`src/rtl/controller_pkg.sv`:
```
// controller_pkg: shared types and encodings for the multi-cycle control unit.
//   - opcode localparams for every recognised RISC-V major opcode
//   - state_t: controller FSM states
//   - op_class_t: instruction classes produced by opcode_classifier
//   - ALUOp / RWSel encodings driven onto the datapath
package controller_pkg;

   localparam logic [6:0] OP_R    = 7'b0110011;
   localparam logic [6:0] OP_IMM  = 7'b0010011;
   localparam logic [6:0] OP_LW   = 7'b0000011;
   localparam logic [6:0] OP_SW   = 7'b0100011;
   localparam logic [6:0] OP_BR   = 7'b1100011;
   localparam logic [6:0] OP_LUI  = 7'b0110111;
   localparam logic [6:0] OP_JAL  = 7'b1101111;
   localparam logic [6:0] OP_JALR = 7'b1100111;
   localparam logic [6:0] OP_HALT = 7'b0010111;

   typedef enum logic [2:0] {
      S_IDLE,
      S_FETCH,
      S_DECODE,
      S_EXECUTE,
      S_MEMORY,
      S_WRITEBACK,
      S_HALTED
   } state_t;

   // C_R is encoded as zero so the class register resets to a harmless value.
   typedef enum logic [3:0] {
      C_R,
      C_IMM,
      C_LW,
      C_SW,
      C_BR,
      C_LUI,
      C_JAL,
      C_JALR,
      C_HALT,
      C_ILLEGAL
   } op_class_t;

   localparam logic [1:0] ALUOP_ADD    = 2'b00;
   localparam logic [1:0] ALUOP_BRANCH = 2'b01;
   localparam logic [1:0] ALUOP_FUNCT  = 2'b10;

   localparam logic [1:0] RWSEL_ALU = 2'b00;
   localparam logic [1:0] RWSEL_PC4 = 2'b01;
   localparam logic [1:0] RWSEL_LUI = 2'b10;

endpackage

```
`src/rtl/opcode_classifier.sv`:
```
// opcode_classifier: combinational opcode -> instruction class lookup.
// Shared between the multi-cycle controller and the single-cycle decoder.
// Ports:
//   opcode_i    in  OPCODE_W  major opcode field of the instruction
//   op_class_o  out op_class_t  class of the opcode, C_ILLEGAL if unknown
module opcode_classifier
   import controller_pkg::*;
#(
   parameter int OPCODE_W = 7
) (
   input  logic [OPCODE_W-1:0] opcode_i,
   output op_class_t           op_class_o
);

   always_comb begin
      // NOTE: every path of a combinational block must assign its outputs;
      // the default first keeps synthesis from inferring a latch.
      op_class_o = C_ILLEGAL;
      case (opcode_i)
         OP_R:    op_class_o = C_R;
         OP_IMM:  op_class_o = C_IMM;
         OP_LW:   op_class_o = C_LW;
         OP_SW:   op_class_o = C_SW;
         OP_BR:   op_class_o = C_BR;
         OP_LUI:  op_class_o = C_LUI;
         OP_JAL:  op_class_o = C_JAL;
         OP_JALR: op_class_o = C_JALR;
         OP_HALT: op_class_o = C_HALT;
         default: op_class_o = C_ILLEGAL;
      endcase
   end

endmodule

```
`src/rtl/multicycle_controller.sv`:
```
// multicycle_controller: Moore control FSM sequencing each instruction through
// FETCH, DECODE, EXECUTE, MEMORY and WRITEBACK against a shared memory with
// wait states, plus memory-wait timeout, HALT/resume, illegal-opcode trap and
// a retired-instruction counter.
// Ports:
//   clk, reset            clock (rising edge), async active-high reset
//   Opcode                opcode from the instruction register (used in DECODE)
//   mem_ready             memory handshake completion for the current request
//   resume                leave HALTED when no sticky error flag is set
//   mem_req, mem_we       memory request and write strobe
//   addr_src_pc           1: address = PC, 0: address = ALU result
//   ir_write, pc_write    IR/old-PC load and unconditional PC load
//   ALUSrc .. RWSel       datapath controls, as in the single-cycle decoder
//   halted, illegal, bus_error  status; the latter two are sticky
//   retired               completed-instruction count, wraps at 2^CNT_W
module multicycle_controller
   import controller_pkg::*;
#(
   parameter int OPCODE_W = 7,
   parameter int TIMEOUT  = 255,
   parameter int CNT_W    = 32
) (
   input  logic                clk,
   input  logic                reset,
   input  logic [OPCODE_W-1:0] Opcode,
   input  logic                mem_ready,
   input  logic                resume,
   output logic                mem_req,
   output logic                mem_we,
   output logic                addr_src_pc,
   output logic                ir_write,
   output logic                pc_write,
   output logic                ALUSrc,
   output logic                MemtoReg,
   output logic                RegWrite,
   output logic                Branch,
   output logic                JalrSel,
   output logic [1:0]          ALUOp,
   output logic [1:0]          RWSel,
   output logic                halted,
   output logic                illegal,
   output logic                bus_error,
   output logic [CNT_W-1:0]    retired
);

   localparam int WAIT_W = (TIMEOUT < 2) ? 1 : $clog2(TIMEOUT + 1);

   state_t            state_q;
   op_class_t         class_q;
   op_class_t         op_class;
   logic [WAIT_W-1:0] wait_q;
   logic              illegal_q;
   logic              bus_error_q;
   logic [CNT_W-1:0]  retired_q;
   logic              in_access;
   logic              timed_out;
   logic              retire;

   opcode_classifier #(.OPCODE_W(OPCODE_W)) u_classifier (
      .opcode_i   (Opcode),
      .op_class_o (op_class)
   );

   assign in_access = (state_q == S_FETCH) || (state_q == S_MEMORY);

   // The wait that would take the counter to TIMEOUT is the last one allowed;
   // a handshake in that same cycle still wins because mem_ready is checked first.
   assign timed_out = (TIMEOUT != 0) && in_access && !mem_ready &&
                      (wait_q == WAIT_W'(TIMEOUT - 1));

   assign retire = ((state_q == S_EXECUTE) && (class_q == C_BR)) ||
                   ((state_q == S_MEMORY) && (class_q == C_SW) && mem_ready) ||
                   (state_q == S_WRITEBACK);

   always_ff @(posedge clk or posedge reset) begin
      if (reset) begin
         state_q     <= S_IDLE;
         class_q     <= C_R;
         wait_q      <= '0;
         illegal_q   <= 1'b0;
         bus_error_q <= 1'b0;
         retired_q   <= '0;
      end else begin
         // NOTE: clocked state uses non-blocking assignments so every register
         // samples pre-edge values regardless of statement order.
         // The counter is zero whenever no wait is in progress, so it is
         // already cleared on every entry to FETCH or MEMORY.
         if (in_access && !mem_ready) wait_q <= wait_q + 1'b1;
         else                         wait_q <= '0;

         if (retire) retired_q <= retired_q + 1'b1;

         case (state_q)
            S_IDLE: state_q <= S_FETCH;
            S_FETCH: begin
               if (mem_ready) begin
                  state_q <= S_DECODE;
               end else if (timed_out) begin
                  bus_error_q <= 1'b1;
                  state_q     <= S_HALTED;
               end
            end
            S_DECODE: begin
               class_q <= op_class;
               case (op_class)
                  C_HALT: state_q <= S_HALTED;
                  C_ILLEGAL: begin
                     illegal_q <= 1'b1;
                     state_q   <= S_HALTED;
                  end
                  default: state_q <= S_EXECUTE;
               endcase
            end
            S_EXECUTE: begin
               case (class_q)
                  C_BR:       state_q <= S_FETCH;
                  C_LW, C_SW: state_q <= S_MEMORY;
                  default:    state_q <= S_WRITEBACK;
               endcase
            end
            S_MEMORY: begin
               if (mem_ready) begin
                  state_q <= (class_q == C_SW) ? S_FETCH : S_WRITEBACK;
               end else if (timed_out) begin
                  bus_error_q <= 1'b1;
                  state_q     <= S_HALTED;
               end
            end
            S_WRITEBACK: state_q <= S_FETCH;
            S_HALTED: begin
               if (resume && !illegal_q && !bus_error_q) state_q <= S_FETCH;
            end
            default: state_q <= S_IDLE;
         endcase
      end
   end

   // Controls decode only from the state and class registers; the fetch
   // strobes are additionally qualified by the handshake that completes them.
   always_comb begin
      mem_req     = 1'b0;
      mem_we      = 1'b0;
      addr_src_pc = 1'b0;
      ir_write    = 1'b0;
      pc_write    = 1'b0;
      ALUSrc      = 1'b0;
      MemtoReg    = 1'b0;
      RegWrite    = 1'b0;
      Branch      = 1'b0;
      JalrSel     = 1'b0;
      ALUOp       = ALUOP_ADD;
      RWSel       = RWSEL_ALU;
      halted      = 1'b0;
      case (state_q)
         S_FETCH: begin
            mem_req     = 1'b1;
            addr_src_pc = 1'b1;
            ir_write    = mem_ready;
            pc_write    = mem_ready;
         end
         S_EXECUTE: begin
            ALUSrc = class_q inside {C_LW, C_SW, C_IMM, C_JALR};
            // JAL sets both bits, giving ALUOp = 11.
            if (class_q inside {C_R, C_IMM, C_JAL, C_LUI}) ALUOp = ALUOp | ALUOP_FUNCT;
            if (class_q inside {C_BR, C_JAL})              ALUOp = ALUOp | ALUOP_BRANCH;
            Branch = (class_q == C_BR);
         end
         S_MEMORY: begin
            mem_req = 1'b1;
            mem_we  = (class_q == C_SW);
         end
         S_WRITEBACK: begin
            RegWrite = 1'b1;
            MemtoReg = (class_q == C_LW);
            if (class_q inside {C_JAL, C_JALR}) RWSel = RWSEL_PC4;
            else if (class_q == C_LUI)          RWSel = RWSEL_LUI;
            Branch   = (class_q == C_JAL);
            JalrSel  = (class_q == C_JALR);
            pc_write = (class_q == C_JALR);
         end
         S_HALTED: halted = 1'b1;
         default: ;
      endcase
   end

   assign illegal   = illegal_q;
   assign bus_error = bus_error_q;
   assign retired   = retired_q;

endmodule

```
`config.mk`:
```
export PLATFORM = sky130hd
export DESIGN_NAME = multicycle_controller
export DESIGN_NICKNAME = d
export VERILOG_FILES = /design/src/rtl/controller_pkg.sv /design/src/rtl/opcode_classifier.sv /design/src/rtl/multicycle_controller.sv
export SDC_FILE = /design/constraint.sdc
export NUM_CORES = 1
export LEC_CHECK = 0
export CAP_MARGIN = 30
export CORE_MARGIN = 5
export CORE_UTILIZATION = 35
export DETAILED_ROUTE_END_ITERATION = 12
export GPL_TIMING_DRIVEN = 0
export PLACE_DENSITY = 0.57
export SLEW_MARGIN = 0
export SYNTH_ARGS = -nofsm -noshare
export SYNTH_HDL_FRONTEND = slang
export SYNTH_SLANG_ARGS = --single-unit
```
`constraint.sdc`:
```
create_clock -name clk -period 4.2 [get_ports clk]
set_clock_uncertainty 0.2 [all_clocks]
set_input_delay 1.26 -clock clk [delete_from_list [all_inputs] [get_ports clk]]
set_output_delay 1.26 -clock clk [all_outputs]
set_load 0.01 [all_outputs]
```
### After elaboration in Yosys (flattened, before gate mapping)

Index checks and enable logic that the tools add are counted.

| operators by class | value |
|---|---|
| add/sub/neg operators | 2 |
| equal/unequal tests | 26 |
| multiplexer cells | 27 |
| bitwise logic cells | 1 |
| reduce and logical (&&, ||, !) cells | 25 |

Operators with widths:

| operator | number |
|---|---|
| case mux 4 bit (9 select lines) | 1 |
| adder 32 x 1 -> 32 bit, second input constant | 1 |
| == test 7 x 6 -> 1 bit, second input constant | 3 |
| == test 7 bit, second input constant | 3 |
| 2-to-1 mux 3 bit | 6 |
| case mux 3 bit (6 select lines) | 1 |
| == test 4 x 3 -> 1 bit, second input constant | 4 |
| == test 7 x 5 -> 1 bit, second input constant | 2 |
| 2-to-1 mux 1 bit | 10 |
| 2-to-1 mux 2 bit | 5 |
| == test 3 bit, second input constant | 3 |
| adder 8 x 1 -> 8 bit, second input constant | 1 |
| == test 4 x 2 -> 1 bit, second input constant | 2 |
| == test 4 bit, second input constant | 2 |
| == test 8 bit, second input constant | 1 |
| 2-to-1 mux 8 bit | 1 |
| nonzero test 4 bit | 2 |
| OR reduction 2 bit | 4 |
| == test 7 x 2 -> 1 bit, second input constant | 1 |
| logical AND 1 bit | 7 |
| == test 3 x 2 -> 1 bit, second input constant | 2 |
| case mux 3 bit (2 select lines) | 1 |
| == test 4 x 1 -> 1 bit, second input constant | 1 |
| zero test 4 bit | 1 |
| other kinds (10) | 16 |

| storage, ports and cells | value |
|---|---|
| register bits | 49 |
| bits of input ports | 11 |
| output and inout port bits | 49 |

### Longest topological paths before layout

Gate-level depths: netlist of the first run.

| depth | value |
|---|---|
| depth in word-level cells | 7 |
| depth in mapped cells | 7 |
| mapped depth without buffers | 6 |

### Hierarchy

From an unflattened synthesis of the first run, not the netlist that was laid out.

| unflattened totals | value |
|---|---|
| cell total of the unflattened synthesis | 259 |
| area total of the unflattened synthesis | 2,596.2 um2 |

Modules (own cells, without submodules):

| module | times used | cells an instance | area each (um2) | seq. area each (um2) |
|---|---|---|---|---|
| multicycle_controller | 1 | 241 | 2,484.9 | 1,226.2 |
| opcode_classifier | 1 | 18 | 111.4 | 0.0 |

### Least setup slack after synthesis of the first run

OpenSTA, ideal clock, no wires.

| path | value |
|---|---|
| path kind | input -> output |
| start point | input mem_ready |
| end point | output pc_write |
| data arrival time | 1,721 ps |
| required time | 2,740 ps |
| slack | 1,019 ps |
| cell stages on the path | 2 |
| path buffers | 0 |
| path through | and2_1 or2_2 |

| between the ends | value |
|---|---|
| word-level cells in the longest chain between the ends | 1 |

Ends and longest elaborated chain:

| element | line | source |
|---|---|---|
| start: declaration | multicycle_controller.sv:26 | `input logic mem_ready,` |
| case mux 1 bit (2 select lines) | multicycle_controller.sv:154 | `case (state_q)` |
| end: declaration | multicycle_controller.sv:32 | `output logic pc_write,` |

No other way between the ends.

### Worst setup path in the final report of the first run

Ends and elaborated chain as after synthesis.

==> reports/qor.txt, run 1 <==
Part of the cycle the worst path needs: 94.4%
Unrepaired setup endpoints after global routing: no
Die area: 9600 sq um
Pleak: 1.44 nW
DRT iter0 DRCs: 42
CTS Sinks: 49
Placed Area: 3440 sq um
Startpoint class of the critical path: primary input
Critical path's slowest cell: clkdlybuf4s50_1
Largest net degree at the start of global routing: 41
Slowest stage delay, CP: 480 ps
Worst-Skew Late Latency: 310 ps
Top_reg_cell synth: dfrtp_1
Mapped Area: 2710 sq um
# port buffers: 58
IO Pins: 60
Hold Vio Cnt, Final: 0
Warnings from Yosys: 0
Post-synth top area share: 45.2%
First drt pass iteration count: 4
Asr flop ratio synth: 100%
Die span in x: 98.0 um
Fmax: 0.252 GHz
Total Nets Final: 369
Crit Path Max Fanout: 9
Area contributors post-synth: dfrtp_1 45%, xor2_1 8.4%, nand2_1 4.7%
Reg2Reg Setup Slack: 1780 ps
Vias: 2267
# Max-Cap Violations: 0
Overall fraction of global-route tracks in use: 13.0%
Clock root cell: clkbuf_8
Avg WL per Cell: 13.4 um
Mapped Cells: 289
Global route overflow: 0
Post-DP HPWL: 4660 um
Design Power: 1.43 mW
Power Dens Cells: 402 nW/um^2
Clock transition at the registers of the reported paths: 80 ps
Register area share after synthesis: 45.2%
Worst EP arrival: 2510 ps
P&R area growth vs syn: 31.3%
DRC viols: 0
H-tree depth: 2
Final setup fails: 0
First-pass GRT wire length: 10500 um
Slew Viols, Final: 0
Flops & latches, synth: 49
Antenna violations before repair: 0
CTS buffer count: 5
Hold Crit Class: flip-flop to flip-flop
Rows: 32
Worst EP required: 2740 ps
Number of global-route vias before repair: 2247
EDFF count, synth: 0
Setup Crit Path Kind: primary input to output pin
TritonCTS clock tree: yes
Status: finished clean
Yosys top cell by area: dfrtp_1
Maximum VDD drop: 0.226 mV
Fin crit period: 3970 ps
Netlist cell types: 50
Final instance area: 3560 sq um
Worst slew margin: 57.8%
Setup crit end kind: output pin
RD Place Congestion: 0.797
Initial Utilization: 35.4%
Antenna-violating nets left: 0
Post-Syn Area per Cell: 9.38 sq um
Commonest cells in the netlist: 49 x dfrtp_1, 34 x nand2_1, 33 x nor2_1, 26 x xor2_1, 14 x nand3_1
N_diodes: 0
Die H: 98.0 um
Share of post-route cells with drive strength above 1: 6.46%
Wirelength, routed: 6130 um
Vias per cell: 4.95
Clock Tree Buf Depth: 2
Count leader, synth: dfrtp_1
Core Region: 7650 sq um
Slew at the pin closest to its max-slew limit: 624 ps
Mapped Nets: 303
Fillers: 753
Critical path, cell by cell: dlygate4sd2_1 -> and2_1 -> or2_2 -> clkdlybuf4s50_1
-- flip-flops by register name, summed over array words and instances (netlist names) --
register	cells
class_q	4
wait_q	8
state_q	3
illegal	1
bus_error	1
retired	32
-- layout by cell type (no fill, tap or decap), drive strengths merged, types with 4 or more instances in the layout --
cell type	instances
nor2b	5
dfrtp	49
nor3b	5
inv	8
nand2	34
nor4	4
clkdlybuf4s50	57
nand2b	5
nand3	14
nor3	13
o21ai	8
nand3b	4
xor2	26
xnor2	13
a21oi	6
nand4	9
nor2	33
clkbuf	14
-- cells by family after synthesis --
logic type | after synthesis | synth area share, %
simple gates | 147 | 28.6
flops | 49 | 45.2
xor+xnor | 39 | 12.6
mux | 1 | 0.369
compound gates | 33 | 9.14
buf+inv | 17 | 2.63
fa+ha+maj | 3 | 1.39
-- worst paths after layout --
| check | start | endpoint | depth (start not counted) |
|---|---|---|---|
| max | mem_ready | pc_write | 4 |
| max in group asynchronous | reset | retired[7] | 3 |
| min reg2reg | retired[31] | retired[31] | 1 |
| min | retired[31] | retired[31] | 1 |
| min in group asynchronous | reset | retired[16] | 2 |
| max reg2reg | class_q[0] | retired[27] | 5 |
-- metal layers --
layer	global-route usage (%)	vias to the layer above	part of all wire (%)
met1	16.9	1082	45
met4	4.47	0	1.5
met2	21.3	41	48
met5	0	-	0
li1	-	1134	-
met3	2.93	10	4.8
-- power breakdown --
| group | internal [mW] | switching [mW] | total, mW | leakage (nW) |
|---|---|---|---|---|
| combinational | 0.220 | 0.251 | 0.471 | 0.771 |
| clock | 0.194 | 0.162 | 0.356 | 0.0574 |
| sequential | 0.528 | 0.0766 | 0.605 | 0.613 |
| total | 0.942 | 0.489 | 1.43 | 1.44 |
-- metrics by stage --
step / utilization (%) / TNS [ps] / setup WS [ps] / cells / hold WS [ps]
after floorplan: - / 0 / 1020 / 289 / 294
after global placement: 44.7 / -43.0 / -43.0 / 449 / 255
after detailed placement: 45.0 / -17.4 / -17.4 / 450 / 263
after CTS: 46.5 / 0 / 228 / 458 / 280
after global routing: 46.5 / 0 / 196 / 458 / 297
final: 46.5 / 0 / 233 / 458 / 268
-- cell type report --
class / instances / area (sq um) / area share (%)
sequential: 49 / 1230 / 34.5
clock inverter: 2 / 37.5 / 1.06
inverter: 8 / 30.0 / 0.844
multi-input combinational: 223 / 1410 / 39.7
timing repair buffer: 59 / 599 / 16.8
tap: 102 / 128 / 3.59
clock buffer: 6 / 82.6 / 2.32
buffer: 9 / 41.3 / 1.16
-- repair_timing --
| action | in CTS | in global routing |
|---|---|---|
| setup endpoints to repair | 1 | 0 |
| buffers inserted | 0 | 0 |
| gates resized for setup | 1 | 0 |
| hold buffers | 0 | 0 |
-- critical path, delay by kind of cell --
kind,cells,cell delay (ps)
buffers and inverters,2,790
and+or+nand+nor,2,460
Note: power is estimated with default switching activity, not from simulation.
==> inputs of run 2 (changes only) <==
--- a/config.mk
+++ b/config.mk
@@ -5,7 +5,7 @@
 export SDC_FILE = /design/constraint.sdc
 export NUM_CORES = 1
 export LEC_CHECK = 0
-export CAP_MARGIN = 30
+export CAP_MARGIN = 5
 export CORE_MARGIN = 5
 export CORE_UTILIZATION = 35
 export DETAILED_ROUTE_END_ITERATION = 12
==> constraint.sdc (replaced) <==
create_clock -name clk -period 4.12 [get_ports clk]
set_clock_uncertainty 0.2 [all_clocks]
set_input_delay 1.236 -clock clk [delete_from_list [all_inputs] [get_ports clk]]
set_output_delay 1.236 -clock clk [all_outputs]
set_load 0.01 [all_outputs]
==> reports/qor.txt, run 2 (synthesis gave the netlist of run 1 again) <==
Power Dens Cells: 410 nW/um^2 (was 402 nW/um^2)
Clock root cell: clkbuf_8 (unchanged)
Status: finished clean (unchanged)
Part of the cycle the worst path needs: 95.1%
Initial Utilization: 35.4% (unchanged)
Die H: 98.0 um (unchanged)
Rows: 32 (unchanged)
H-tree depth: 2 (unchanged)
Commonest non-fill, non-tap cell in the layout: clkdlybuf4s50_1 (unchanged)
Antenna-violating nets left: 0 (unchanged)
Worst EP arrival: 2480 ps (was 2510 ps)
Setup Crit Path Kind: primary input to output pin (unchanged)
Worst-Skew Late Latency: 310 ps (about the same)
CTS buffer count: 5 (unchanged)
DRC viols: 0 (unchanged)
Placement Setup Slack: -49.4 ps (was -17.4 ps)
Largest net degree at the start of global routing: 41 (unchanged)
Fin crit period: 3920 ps
N_diodes: 0 (unchanged)
Design Power: 1.46 mW (was 1.43 mW)
Post-DP HPWL: 4660 um (unchanged)
Share of post-route cells with drive strength above 1: 6.46% (unchanged)
IO Pins: 60 (unchanged)
Core Region: 7650 sq um (unchanged)
Avg WL per Cell: 13.4 um (unchanged)
Hold Vio Cnt, Final: 0 (unchanged)
Antenna violations before repair: 0 (unchanged)
P&R area growth vs syn: 31.3% (unchanged)
Fillers: 753 (unchanged)
Crit Path Max Fanout: 9 (unchanged)
Wirelength, routed: 6130 um (unchanged)
Met1 Track Usage GR: 16.9% (unchanged)
Net switching power: 499 uW (was 489 uW)
Final instance area: 3560 sq um (unchanged)
Die span in x: 98.0 um (unchanged)
Total Nets Final: 369 (unchanged)
Maximum VDD drop: 0.230 mV (was 0.226 mV)
Number of global-route vias before repair: 2247 (unchanged)
Worst slew margin: 57.8% (unchanged)
Grt peak-use layer: met2 (unchanged)
Pint: 960 uW (was 942 uW)
RD Place Congestion: 0.797 (unchanged)
Final worst setup slack: 201 ps (was 233 ps)
Reg power frac: 42.2% (about the same)
Max reg flops: 32 (unchanged)
# Max-Cap Violations: 0 (unchanged)
Vias: 2267 (unchanged)
Fmax: 0.255 GHz
Startpoint class of the critical path: primary input (unchanged)
# port buffers: 58 (unchanged)
Clock transition at the registers of the reported paths: 80 ps (about the same)
Setup crit end kind: output pin (unchanged)
Die area: 9600 sq um (unchanged)
Switching part of the total: 34.2% (about the same)
CTS Hold Buffers Added: 0 (unchanged)
TritonCTS clock tree: yes (unchanged)
Most frequent cells in the layout: 57 x clkdlybuf4s50_1, 49 x dfrtp_1, 34 x nand2_1, 33 x nor2_1, 26 x xor2_1 (unchanged)
First-pass GRT wire length: 10500 um (unchanged)
Pleak: 1.44 nW (unchanged)
Clk network pwr share: 24.9% (about the same)
Finished Core Util: 46.5% (unchanged)
Vias per cell: 4.95 (unchanged)
Hold Crit Class: flip-flop to flip-flop (unchanged)
CTS Sinks: 49 (unchanged)
GRT met3 Usage: 2.93% (unchanged)
Slew Viols, Final: 0 (unchanged)
Overall fraction of global-route tracks in use: 13.0% (unchanged)
DRT iter0 DRCs: 42 (unchanged)
Unrepaired setup endpoints after global routing: no (unchanged)
Setup TNS: 0 ps (unchanged)
Slew at the pin closest to its max-slew limit: 624 ps (unchanged)
Placed insts: 450 (unchanged)
Worst hold margin: 268 ps (unchanged)
Worst EP required: 2680 ps (was 2740 ps)
Final setup fails: 0 (unchanged)
Final Non-Filler Cells: 458 (unchanged)
Combinational share of power: 32.9% (about the same)
Clock Tree Buf Depth: 2 (unchanged)
First drt pass iteration count: 4 (unchanged)
Placed Area: 3440 sq um (unchanged)
Global route overflow: 0 (unchanged)
M2 GR Usage: 21.3% (unchanged)
-- run 2: path summary, 6_finish.rpt --
| check | cells after the start | from | slack, ps | end |
|---|---|---|---|---|
| max in group asynchronous | 3 | reset | 2270 | retired[7] |
| min in group asynchronous | 2 | reset | 960 | retired[16] |
| max | 4 | mem_ready | 200 | pc_write |
| min reg2reg | 1 | retired[31] | 270 | retired[31] |
| max reg2reg | 5 | class_q[0] | 1700 | retired[27] |
| min | 1 | retired[31] | 270 | retired[31] |
-- run 2: power groups by stage --
stage	logic, mW	registers, mW	clock network [mW]
2_1_floorplan	0.296	0.617	0
3_3_place_gp	0.479	0.627	0
3_5_place_dp	0.482	0.628	0
4_1_cts	0.485	0.619	0.375
5_1_grt	0.540	0.630	0.389
6_report	0.480	0.616	0.363
-- run 2: metal layers --
| layer | wire (um) | part of all wire, % |
|---|---|---|
| met1 | 2790 | 45 |
| met2 | 2950 | 48 |
| met5 | 0 | 0 |
| met3 | 296 | 4.8 |
| met4 | 94 | 1.5 |
-- run 2: final cells by class --
class	instances	area (sq um)	area share, %
multi-input combinational	223	1410	39.7
sequential	49	1230	34.5
timing repair buffer	59	599	16.8
tap	102	128	3.59
clock buffer	6	82.6	2.32
buffer	9	41.3	1.16
clock inverter	2	37.5	1.06
inverter	8	30.0	0.844
-- run 2: timing repair --
item                       CTS  global route
setup endpoints to repair    1             0
setup buffers                0             0
gates resized for setup      1             0
-- run 2: critical path: stages --
cell and delay (ps):
dlygate4sd2_1 310, and2_1 190, or2_2 270, clkdlybuf4s50_1 480
==> inputs of run 3 (changes only) <==
--- a/config.mk
+++ b/config.mk
@@ -11,6 +11,7 @@
 export DETAILED_ROUTE_END_ITERATION = 12
 export GPL_TIMING_DRIVEN = 0
 export PLACE_DENSITY = 0.57
+export SETUP_SLACK_MARGIN = 0.15
 export SLEW_MARGIN = 0
 export SYNTH_ARGS = -nofsm -noshare
 export SYNTH_HDL_FRONTEND = slang
==> results of run 3 <==
The final DEF is identical to that of run 2; final timing and power are the same.
